$ cat src/rtl/div_pkg.sv
// Shared arithmetic-unit definitions: FSM state encodings and counter width
// used by the non-restoring divider and the sequential Booth multiplier.
package div_pkg;

    typedef enum logic [1:0] {
        DIV_IDLE = 2'd0,
        DIV_ITER = 2'd1,
        DIV_FIX  = 2'd2,
        DIV_DONE = 2'd3
    } div_state_t;

    // Wide enough to count iterations for operands up to 64 bits.
    localparam int DIV_CNT_W = 6;

endpackage

$ cat src/rtl/nr_div_step.sv
// One combinational non-restoring division step: shift in the next dividend
// bit, then subtract or add the divisor depending on the partial-remainder sign.
module nr_div_step #(
    parameter int WIDTH = 32
) (
    input  logic [WIDTH:0]   r,
    input  logic             qmsb,
    input  logic [WIDTH-1:0] d,
    output logic [WIDTH:0]   r_next,
    output logic             qbit
);

    logic [WIDTH:0] r_shift;
    logic [WIDTH:0] d_ext;

    always_comb begin
        r_shift = {r[WIDTH-1:0], qmsb};
        d_ext   = {1'b0, d};
        if (r[WIDTH] == 1'b0) begin
            r_next = r_shift - d_ext;
        end else begin
            r_next = r_shift + d_ext;
        end
        qbit = ~r_next[WIDTH];
    end

endmodule

$ cat src/rtl/nr_divider.sv
// Iterative non-restoring integer divider, one quotient bit per clock.
// Define DIV_SIGNED_EN for two's-complement truncating division; default is unsigned.
module nr_divider
    import div_pkg::*;
#(
    parameter int WIDTH = 32
) (
    input  logic             clk,
    input  logic             rst,
    input  logic             start,
    input  logic [WIDTH-1:0] dividend,
    input  logic [WIDTH-1:0] divisor,
    output logic [WIDTH-1:0] quotient,
    output logic [WIDTH-1:0] remainder,
    output logic             busy,
    output logic             done,
    output logic             div_by_zero
);

    // state    | meaning
    // DIV_IDLE | no result yet since reset
    // DIV_ITER | one quotient bit per edge (or single pass for divide-by-zero)
    // DIV_FIX  | remainder correction and sign application
    // DIV_DONE | result held until next accepted start

    div_state_t state, state_nxt;

    logic [DIV_CNT_W-1:0] cnt;
    logic [WIDTH:0]       r;
    logic [WIDTH-1:0]     q;
    logic [WIDTH-1:0]     d;
    logic                 dz;
    logic                 neg_q;
    logic                 neg_r;

    logic                 start_acc;
    logic                 last_iter;
    logic [WIDTH-1:0]     a_mag;
    logic [WIDTH-1:0]     b_mag;
    logic                 a_neg;
    logic                 b_neg;
    logic [WIDTH:0]       r_step;
    logic                 qbit_step;
    logic [WIDTH:0]       r_fix;

    assign start_acc = start && ((state == DIV_IDLE) || (state == DIV_DONE));
    assign last_iter = (cnt == DIV_CNT_W'(WIDTH - 1));

`ifdef DIV_SIGNED_EN
    // Magnitude of MIN_INT is itself, which is correct read as unsigned.
    always_comb begin
        a_neg = dividend[WIDTH-1];
        b_neg = divisor[WIDTH-1];
        a_mag = a_neg ? (~dividend + 1'b1) : dividend;
        b_mag = b_neg ? (~divisor + 1'b1) : divisor;
    end
`else
    always_comb begin
        a_neg = 1'b0;
        b_neg = 1'b0;
        a_mag = dividend;
        b_mag = divisor;
    end
`endif

    nr_div_step #(.WIDTH(WIDTH)) u_step (
        .r      (r),
        .qmsb   (q[WIDTH-1]),
        .d      (d),
        .r_next (r_step),
        .qbit   (qbit_step)
    );

    assign r_fix = r[WIDTH] ? (r + {1'b0, d}) : r;

    always_ff @(posedge clk or posedge rst) begin
        if (rst) begin
            state <= DIV_IDLE;
        end else begin
            state <= state_nxt;
        end
    end

    always_comb begin
        state_nxt = state;
        busy      = 1'b0;
        done      = 1'b0;
        case (state)
            DIV_IDLE: begin
                if (start_acc) state_nxt = DIV_ITER;
            end
            DIV_ITER: begin
                busy = 1'b1;
                if (dz)             state_nxt = DIV_DONE;
                else if (last_iter) state_nxt = DIV_FIX;
            end
            DIV_FIX: begin
                busy      = 1'b1;
                state_nxt = DIV_DONE;
            end
            DIV_DONE: begin
                done = 1'b1;
                if (start_acc) state_nxt = DIV_ITER;
            end
            default: state_nxt = DIV_IDLE;
        endcase
    end

    assign div_by_zero = dz & done;

    always_ff @(posedge clk or posedge rst) begin
        if (rst) begin
            cnt       <= '0;
            r         <= '0;
            q         <= '0;
            d         <= '0;
            dz        <= 1'b0;
            neg_q     <= 1'b0;
            neg_r     <= 1'b0;
            quotient  <= '0;
            remainder <= '0;
        end else if (start_acc) begin
            cnt   <= '0;
            r     <= '0;
            d     <= b_mag;
            dz    <= (divisor == '0);
            neg_q <= a_neg ^ b_neg;
            neg_r <= a_neg;
            // Divide-by-zero parks the raw dividend in q to become the remainder.
            q     <= (divisor == '0) ? dividend : a_mag;
        end else begin
            case (state)
                DIV_ITER: begin
                    if (dz) begin
                        quotient  <= '1;
                        remainder <= q;
                    end else begin
                        r   <= r_step;
                        q   <= {q[WIDTH-2:0], qbit_step};
                        cnt <= cnt + 1'b1;
                    end
                end
                DIV_FIX: begin
                    r         <= r_fix;
                    quotient  <= neg_q ? (~q + 1'b1) : q;
                    remainder <= neg_r ? (~r_fix[WIDTH-1:0] + 1'b1) : r_fix[WIDTH-1:0];
                end
                default: ;
            endcase
        end
    end

endmodule

$ cat config.mk
export PLATFORM = sky130hd
export DESIGN_NAME = nr_divider
export DESIGN_NICKNAME = d
export VERILOG_FILES = /design/src/rtl/div_pkg.sv /design/src/rtl/nr_div_step.sv /design/src/rtl/nr_divider.sv
export SDC_FILE = /design/constraint.sdc
export NUM_CORES = 1
export LEC_CHECK = 0
export CAP_MARGIN = 20
export CORE_UTILIZATION = 30
export CTS_CLUSTER_DIAMETER = 30
export DETAILED_ROUTE_END_ITERATION = 10
export GPL_TIMING_DRIVEN = 0
export SLEW_MARGIN = 20
export SYNTH_ARGS = -nofsm -noshare
export SYNTH_HDL_FRONTEND = slang
export SYNTH_HIERARCHICAL = 1
export SYNTH_SLANG_ARGS = --single-unit
export TNS_END_PERCENT = 20
$ cat constraint.sdc
create_clock -name clk -period 14.32 [get_ports clk]
set_input_delay 2.864 -clock clk [delete_from_list [all_inputs] [get_ports clk]]
set_output_delay 2.864 -clock clk [all_outputs]
set_load 0.1 [all_outputs]
[Yosys cells after proc, flatten, opt, wreduce, memory -nomap -nowiden]
Index checks and enable logic that the tools add are counted.
Operators by class
  add/subtract/negate cells: 4
  equal/unequal tests: 9
  multiplexer cells: 21
  bitwise gates (word level): 3
  reductions and logical operators: 13
Operators by type and width (number)
  $mux W32: 5
  $mux W33: 4
  $pmux W32 S2: 2
  $add A33 B32 Y33: 2
  $pmux W33 S2: 1
  $sub A33 B32 Y33: 1
  $logic_not A32 Y1: 1
  $mux W6: 3
  $add A6 B1 Y6 const B: 1
  $eq A6 B5 Y1 const B: 1
  $mux W2: 3
  $ne A3 B3 Y1 const B: 2
  $pmux W2 S3: 1
  $reduce_and A2 Y1: 3
  $eq A2 B2 Y1 const B: 2
  $ne A2 B1 Y1 const B: 2
  $reduce_bool A2 Y1: 2
  $reduce_or A2 Y1: 2
  $reduce_and A3 Y1: 1
  $reduce_bool A3 Y1: 1
  $eq A2 B1 Y1 const B: 1
  $logic_not A2 Y1: 1
  $mux W1: 2
  $ne A2 B2 Y1 const B: 1
  4 further kinds: 5
Word-level totals
  register bits: 170
  output and inout port bits: 67
  word-level logic and storage cells: 58

[Longest topological paths before layout]
Gate-level depths: netlist (run 1).
  word-level depth: 6
  depth in mapped cells: 21

[Modules after synthesis]
The synthesis (run 1) kept the hierarchy.
By module, submodules not included
  nr_divider: instances 1, cells an instance 1159, area each 9521.6 um2
  nr_div_step: instances 1, cells an instance 350, area each 2446.1 um2

[Worst setup path before layout (run 1)]
Ideal clock, no wire load.
  path kind: reg2out
  start point: register state[0]
  end point: output div_by_zero
  arrival time: 2.049 ns
  path slack: 9.407 ns
  cell stages (with the launch flop): 3
  buffers on the path: 0
  path through: dfrtp_1 ha_1 and2_1
Between the ends
  longest elaborated chain between the ends: 3
Ends and longest elaborated chain
  from (decl): line nr_divider.sv:26  | div_state_t state, state_nxt;
  from (signal assigned): line nr_divider.sv:80  | state <= state_nxt;
  $eq A2 B2 Y1: line nr_divider.sv:88  | case (state)
  $mux W1: line nr_divider.sv:88
  net done: line nr_divider.sv:16  | output logic done,
  $and A1 B1 Y1: line nr_divider.sv:109  | assign div_by_zero = dz & done;
  to (decl): line nr_divider.sv:17  | output logic div_by_zero
The timed path passes the listed nets, and every way through them passes these cells.

[Worst setup path in the final report (run 1)]
  start point: register state[0]
  end point: output busy
Between the ends
  longest elaborated chain between the ends: 3
  elaborated cells between the ends (all ways): 4
  classes of those cells: eq/ne: 2; mux: 1; reduce/logical: 1
Ends and longest elaborated chain
  $eq A2 B1 Y1 / $eq A2 B2 Y1 (equally long branches): line nr_divider.sv:88
  $reduce_or A2 Y1 (no source line) (*)
  $mux W1 (*): line nr_divider.sv:88
  to (decl): line nr_divider.sv:15  | output logic busy,
Every way passes the cells marked *; elsewhere a longest branch is shown, timed or not.

==> metrics, run 1 <==
depth of the most critical reg-to-reg path 19; Clock Sink Count between 150 and 200; Filler cells approximately 4k; Floorplan Core Area ~0.039 mm2; clock latency of the later-clocked register in the worst-skew pair roughly 450 ps; GPL Wtd Cong between 0.9 and 1; area of the multi-input gates approximately 0.0073 mm2; share of the core filled with cells a little under two fifths; CTS H-tree depth 4; number of detailed-route iterations in the first pass 5; total nets after synthesis 1649; cell types occupying the most area after synthesis dfrtp_1 (36%), nand2_1 (9.9%), ha_1 (7.4%); number of endpoints with negative hold slack in the final report 0; worst flop-to-flop path startpoint d[6]; critical path data required time 11460 ps; accumulated negative setup slack 0 ps; routed via count 11.7k; dominant combinational cell family by area after synthesis compound AO/OA/AOI/OAI gates; non-filler cells, final about 2.2k; CP Max Fanout 4; share of post-route cells with drive strength above 1 3.46%; top cell type's share of synthesized area between 30 and 40%; remaining design rule violation count 0; count leader, synth nand2_1; number of setup violations in the final report 0; TritonCTS clock tree yes; Die X roughly 200 um; hold wc startpoint quotient[30]; nets@finish about 1.8k; distinct cell type count of the synthesized netlist 73; TritonCTS Buffers 17; Startpoint Class register; area share of xor/xnor cells in the synthesized design 6.15%; multiplexer share of the synthesized area less than 1%; final critical path time including I/O delays and setup about 5500 ps; worst hold path cell count 2; commonest cells in the synthesized netlist nand2_1 (317), dfrtp_1 (170), nor2_1 (133); compound-gate portion of the synthesized area a little under a quarter; buffers added on ports 133; type of the worst setup path reg -> out; die area about 0.041 mm2; maximum number of pins on one net before global-route repair between 60 and 70; proportion of register bits with asynchronous set or reset after synthesis 100%; number of flops mapped to enable cells by yosys 0; first-pass GRT wire length roughly 66000 um; leading area contributor after synthesis dfrtp_1; clock tree skew after final layout 17.7 ps; CTS Hold Buffers Added 0; peak clock frequency supported by timing between 150 and 200 MHz; routed vias/inst 5.35; final critical-path share of the clock period 38.1%; flop-to-flop setup slack 9390 ps; CTS Root Cell clkbuf_16; count of pins on the block boundary between 100 and 150; Post-CTS Setup Inserts 0; wirelength, routed about 43000 um; Worst-Margin Slew approximately 1000 ps; Slew Limit Fails 0; final antenna diode count 0; overflow left after global routing 0; post-placement cell count about 2.2k; RR Endpoint r[29]; number of violations reported at the end of detailed-routing iteration 0 ~1.2k; Endpoint, Worst Hold quotient[30]; total of cells resized after clock tree synthesis 0; average footprint of a synthesized cell ~7.9 um2; Synth Area in Simple Gates a little under a quarter; total area of sequential cells 0.00425 mm2; setup repair after global routing missed its margin false; vertical die dimension just over 200 um; most frequently used flop master after synthesis dfrtp_1; Initial Util 30.7%; result of the run complete, no violations; clock-pin transition on the worst setup and hold timing paths 90 ps; cell count after synthesis 1509; post-detailed-placement half-perimeter wirelength between 30000 and 40000 um; YS warnings 6; Cell Rows 72; maximum buffer depth of the clock tree 2; Max Cap Viol 0; Adder-Cell Fraction of Synth Area 7.76%; all-layer global routing usage a little over a fifth; relative max-transition margin around 31%; signal arrival time at the worst endpoint 2590 ps; post-synthesis instance area around 0.012 mm2; growth of design area from synthesis to finish 22.5%; antenna violations before repair 0; via count of the first global-routing pass roughly 11k; wire per inst approximately 20 um; number of flip-flops and latches in the synthesized netlist 170; remaining antenna violation count after routing 0; worst hold path class reg -> reg; type of destination of the critical path output pin; sequential cell area fraction in the yosys report 35.5%
[registers in the layout, summed over array words and instances, names as in the netlist]
signal,flops
r,33
d,32
q,32
quotient,32
remainder,32
cnt,6
state,2
dz,1
[cell usage in the layout, fill, tap and decap left out, types with 21 or more instances in the layout]
master / n
nand2_1: 317
dfrtp_1: 170
nor2_1: 133
clkdlybuf4s50_1: 133
o21ai_0: 116
a21oi_1: 104
clkbuf_1: 83
ha_1: 71
xor2_1: 52
a31oi_1: 49
a21o_1: 46
nand3_1: 39
xnor2_1: 32
o211ai_1: 27
inv_1: 25
nand4_1: 21
[critical path, stage by stage, from the launching register on]
cell and delay [ps]:
dfrtp_1 410, inv_1 80, ha_1 340, inv_1 120
clkdlybuf4s50_1 1190
[cell type report]
cell class | count | share of cell area [%]
Inverter | 27 | 0.743
Buffer | 92 | 2.46
Multi-Input combinational cell | 1220 | 49.5
Tap cell | 518 | 4.42
Clock buffer | 17 | 2.90
Timing Repair Buffer | 135 | 9.46
Sequential cell | 170 | 29.0
Clock inverter | 15 | 1.50
[metal layers]
metal  wire (um)  global-route usage (%)
met5           0                       0
met4        1220                    7.36
met3        2800                    3.14
met2       18700                    32.2
met1       20500                    30.5
[kinds of logic (layout without fill, tap and decap cells)]
kind of cell / Yosys count / in the layout
buffers and inverters: 119 / 286
AND/OR/NAND/NOR: 609 / 609
multiplexers: 5 / 5
AO/OA/AOI/OAI: 449 / 449
adder cells (fa/ha/maj): 73 / 73
XOR/XNOR: 84 / 84
flip-flops: 170 / 170
[stage by stage]
step | hold slack, ps | setup WS [ps] | area (um2)
floorplan | 472 | 6850 | 12000
global placement | 455 | 4420 | 13900
detailed placement | 457 | 8970 | 14000
CTS | 475 | 8860 | 14700
global route | 490 | 8790 | 14700
finish | 472 | 8870 | 14700
[how the worst max path moves through the flow]
| stage | startpoint | to |
|---|---|---|
| 2_1_floorplan | rst | cnt[0] |
| 3_3_place_gp | rst | d[27] |
| 3_5_place_dp | start | q[30] |
| 4_1_cts | state[0] | busy |
| 5_1_grt | state[0] | busy |
| 6_report | state[0] | busy |
Power of run 1 is left out: the tool's default activity adds up to more than one toggle a clock period on the data nets, which glitch-free logic cannot reach.
==> run 2, diff against run 1 <==
==> constraint.sdc (replaced) <==
create_clock -name clk -period 4.49 [get_ports clk]
set_input_delay 0.898 -clock clk [delete_from_list [all_inputs] [get_ports clk]]
set_output_delay 0.898 -clock clk [all_outputs]
set_load 0.1 [all_outputs]
==> run 2 against run 1 <==
Sequential share of layout area decreased by 0.22 points. Clock skew fell by 2.4 ps. Routed wire length rose by 1.7%. Hold slack got worse by 4.6 ps. Critical path depth rose by 13. Die area is the same. Non-clock buffer count fell by 2. Sequential cell count is the same. Global-route usage rose by 0.36 points. Final cell count barely moved. Register-to-register slack worse by 9300 ps. Clock-buffer cell count is the same. Critical endpoint is now r[31].
==> metrics, run 2 (same netlist as run 1, synthesis figures left out) <==
result of the run complete, no violations; antenna violations before repair 0; peak clock frequency supported by timing 228 MHz; relative max-transition margin between 30% and 40%; type of destination of the critical path register; ordered cell list for the critical path inv_1 -> ha_1 -> nor3b_4 -> nand4b_4 -> nor3b_1 -> nor2_1 -> xor2_1 -> ha_1 -> a21oi_1 -> o21ai_0 -> a31oi_1 -> o21bai_1 -> a41oi_1 -> o21ai_1 -> xor2_1 -> o2111ai_1 -> o21ai_0; number of violations reported at the end of detailed-routing iteration 0 around 1.0k; first-pass GRT wire length about 67000 um; Startpoint Class register; GPL Wtd Cong slightly below 1; type of the worst setup path reg -> reg; number of detailed-route iterations in the first pass 6; maximum number of pins on one net before global-route repair 36; post-detailed-placement half-perimeter wirelength around 35000 um; die area 0.0407 mm2; wire per inst approximately 20 um; combined buffer and inverter count along the critical path 1; crit-path max cell delay roughly 470 ps; maximum buffer depth of the clock tree 2; setup repair after global routing missed its margin true; area after detailed placement 0.0141 mm2; remaining design rule violation count 0; growth of design area from synthesis to finish 23.4%; critical path data required time around 4900 ps; routed vias/inst between 5 and 6; count of pins on the block boundary ~130; signal arrival time at the worst endpoint between 4000 and 5000 ps; worst hold path class reg -> reg; Max Cap Viol 0; overflow left after global routing 0; share of post-route cells with drive strength above 1 approximately 4.7%; all-layer global routing usage 21.6%; Largest register FFs 33; Floorplan Core Area between 0.03 and 0.04 mm2; number of setup violations in the final report 0; CTS Hold Buffers Added 0; wirelength, routed 44000 um; CTS H-tree depth 4; Worst-Margin Slew around 1000 ps; routed via count between 10k and 15k; most flop-heavy register r; vertical die dimension 202 um; number of endpoints with negative hold slack in the final report 0; Slew Limit Fails 0; final critical path time including I/O delays and setup about 4400 ps; final antenna diode count 0; TritonCTS Buffers 17; accumulated negative setup slack 0 ps; most frequent cells in the layout nand2_1 (317), dfrtp_1 (170), clkdlybuf4s50_1 (133), nor2_1 (132), o21ai_0 (116); Cell Rows 72; CP Max Fanout 7; final critical-path share of the clock period between 90% and 100%; remaining antenna violation count after routing 0; Initial Util 30.7%; highest-delay cell along the critical path dfrtp_1; commonest non-fill, non-tap cell in the layout nand2_1; buffers added on ports roughly 130; Die X between 200 and 250 um; final std cell area, no fill 0.0148 mm2; clock tree skew after final layout 15.3 ps; Top Family by Delay on Critical Path compound AO/OA/AOI/OAI gates; CTS Root Cell clkbuf_16; Final WS setup just over 100 ps; clock-pin transition on the worst setup and hold timing paths about 80 ps; Clock Sink Count 170; share of the core filled with cells between 30% and 40%; nets@finish 1801; worst setup slack after placement -419 ps; TritonCTS clock tree yes; clock latency of the later-clocked register in the worst-skew pair 450 ps; via count of the first global-routing pass between 10k and 15k
## run 2: worst min-delay path, stage by stage, from the launching register on
cell and delay [ps]:
dfrtp_1 340, nand2_1 50, nand2_1 50
## run 2: path summary, 6_finish.rpt
check	from	endpoint	slack, ps	cells past startpoint
max in group asynchronous	rst	r[21]	2910	5
min in group asynchronous	rst	quotient[4]	720	2
worst max-delay path	d[0]	r[31]	100	17
worst max register to register	d[0]	r[31]	100	17
worst min register to register	quotient[13]	quotient[13]	470	2
worst min-delay path	quotient[13]	quotient[13]	470	2
## run 2: routing by layer
layer	wire [um]	global-route usage (%)	up-vias
met5	0	0	-
met1	20900	31.4	5597
li1	-	-	5692
met3	2750	2.80	60
met4	1120	7.41	0
met2	19200	32.7	440
## run 2: area by class of cell
class	instances	area, um2
Tap cell	518	648
Clock inverter	15	176
Clock buffer	17	425
Timing Repair Buffer	140	1470
Buffer	85	335
Fill cell	4065	24200
Multi-Input combinational cell	1220	7360
Inverter	27	105
Sequential cell	170	4250
## run 2: through the flow
step | std cells | hold slack [ps]
finish | 2192 | 467
floorplan | 1509 | 472
global route | 2192 | 483
global placement | 2160 | 455
detailed placement | 2166 | 456
CTS | 2192 | 473
## run 2: timing repair
| item | CTS | global route |
|---|---|---|
| resized for setup | 10 | 14 |
| endpoints found under the setup margin | 5 | 7 |
| pin swaps | 0 | 1 |
| setup buffers | 0 | 1 |
Power of run 2 is left out for the same reason.
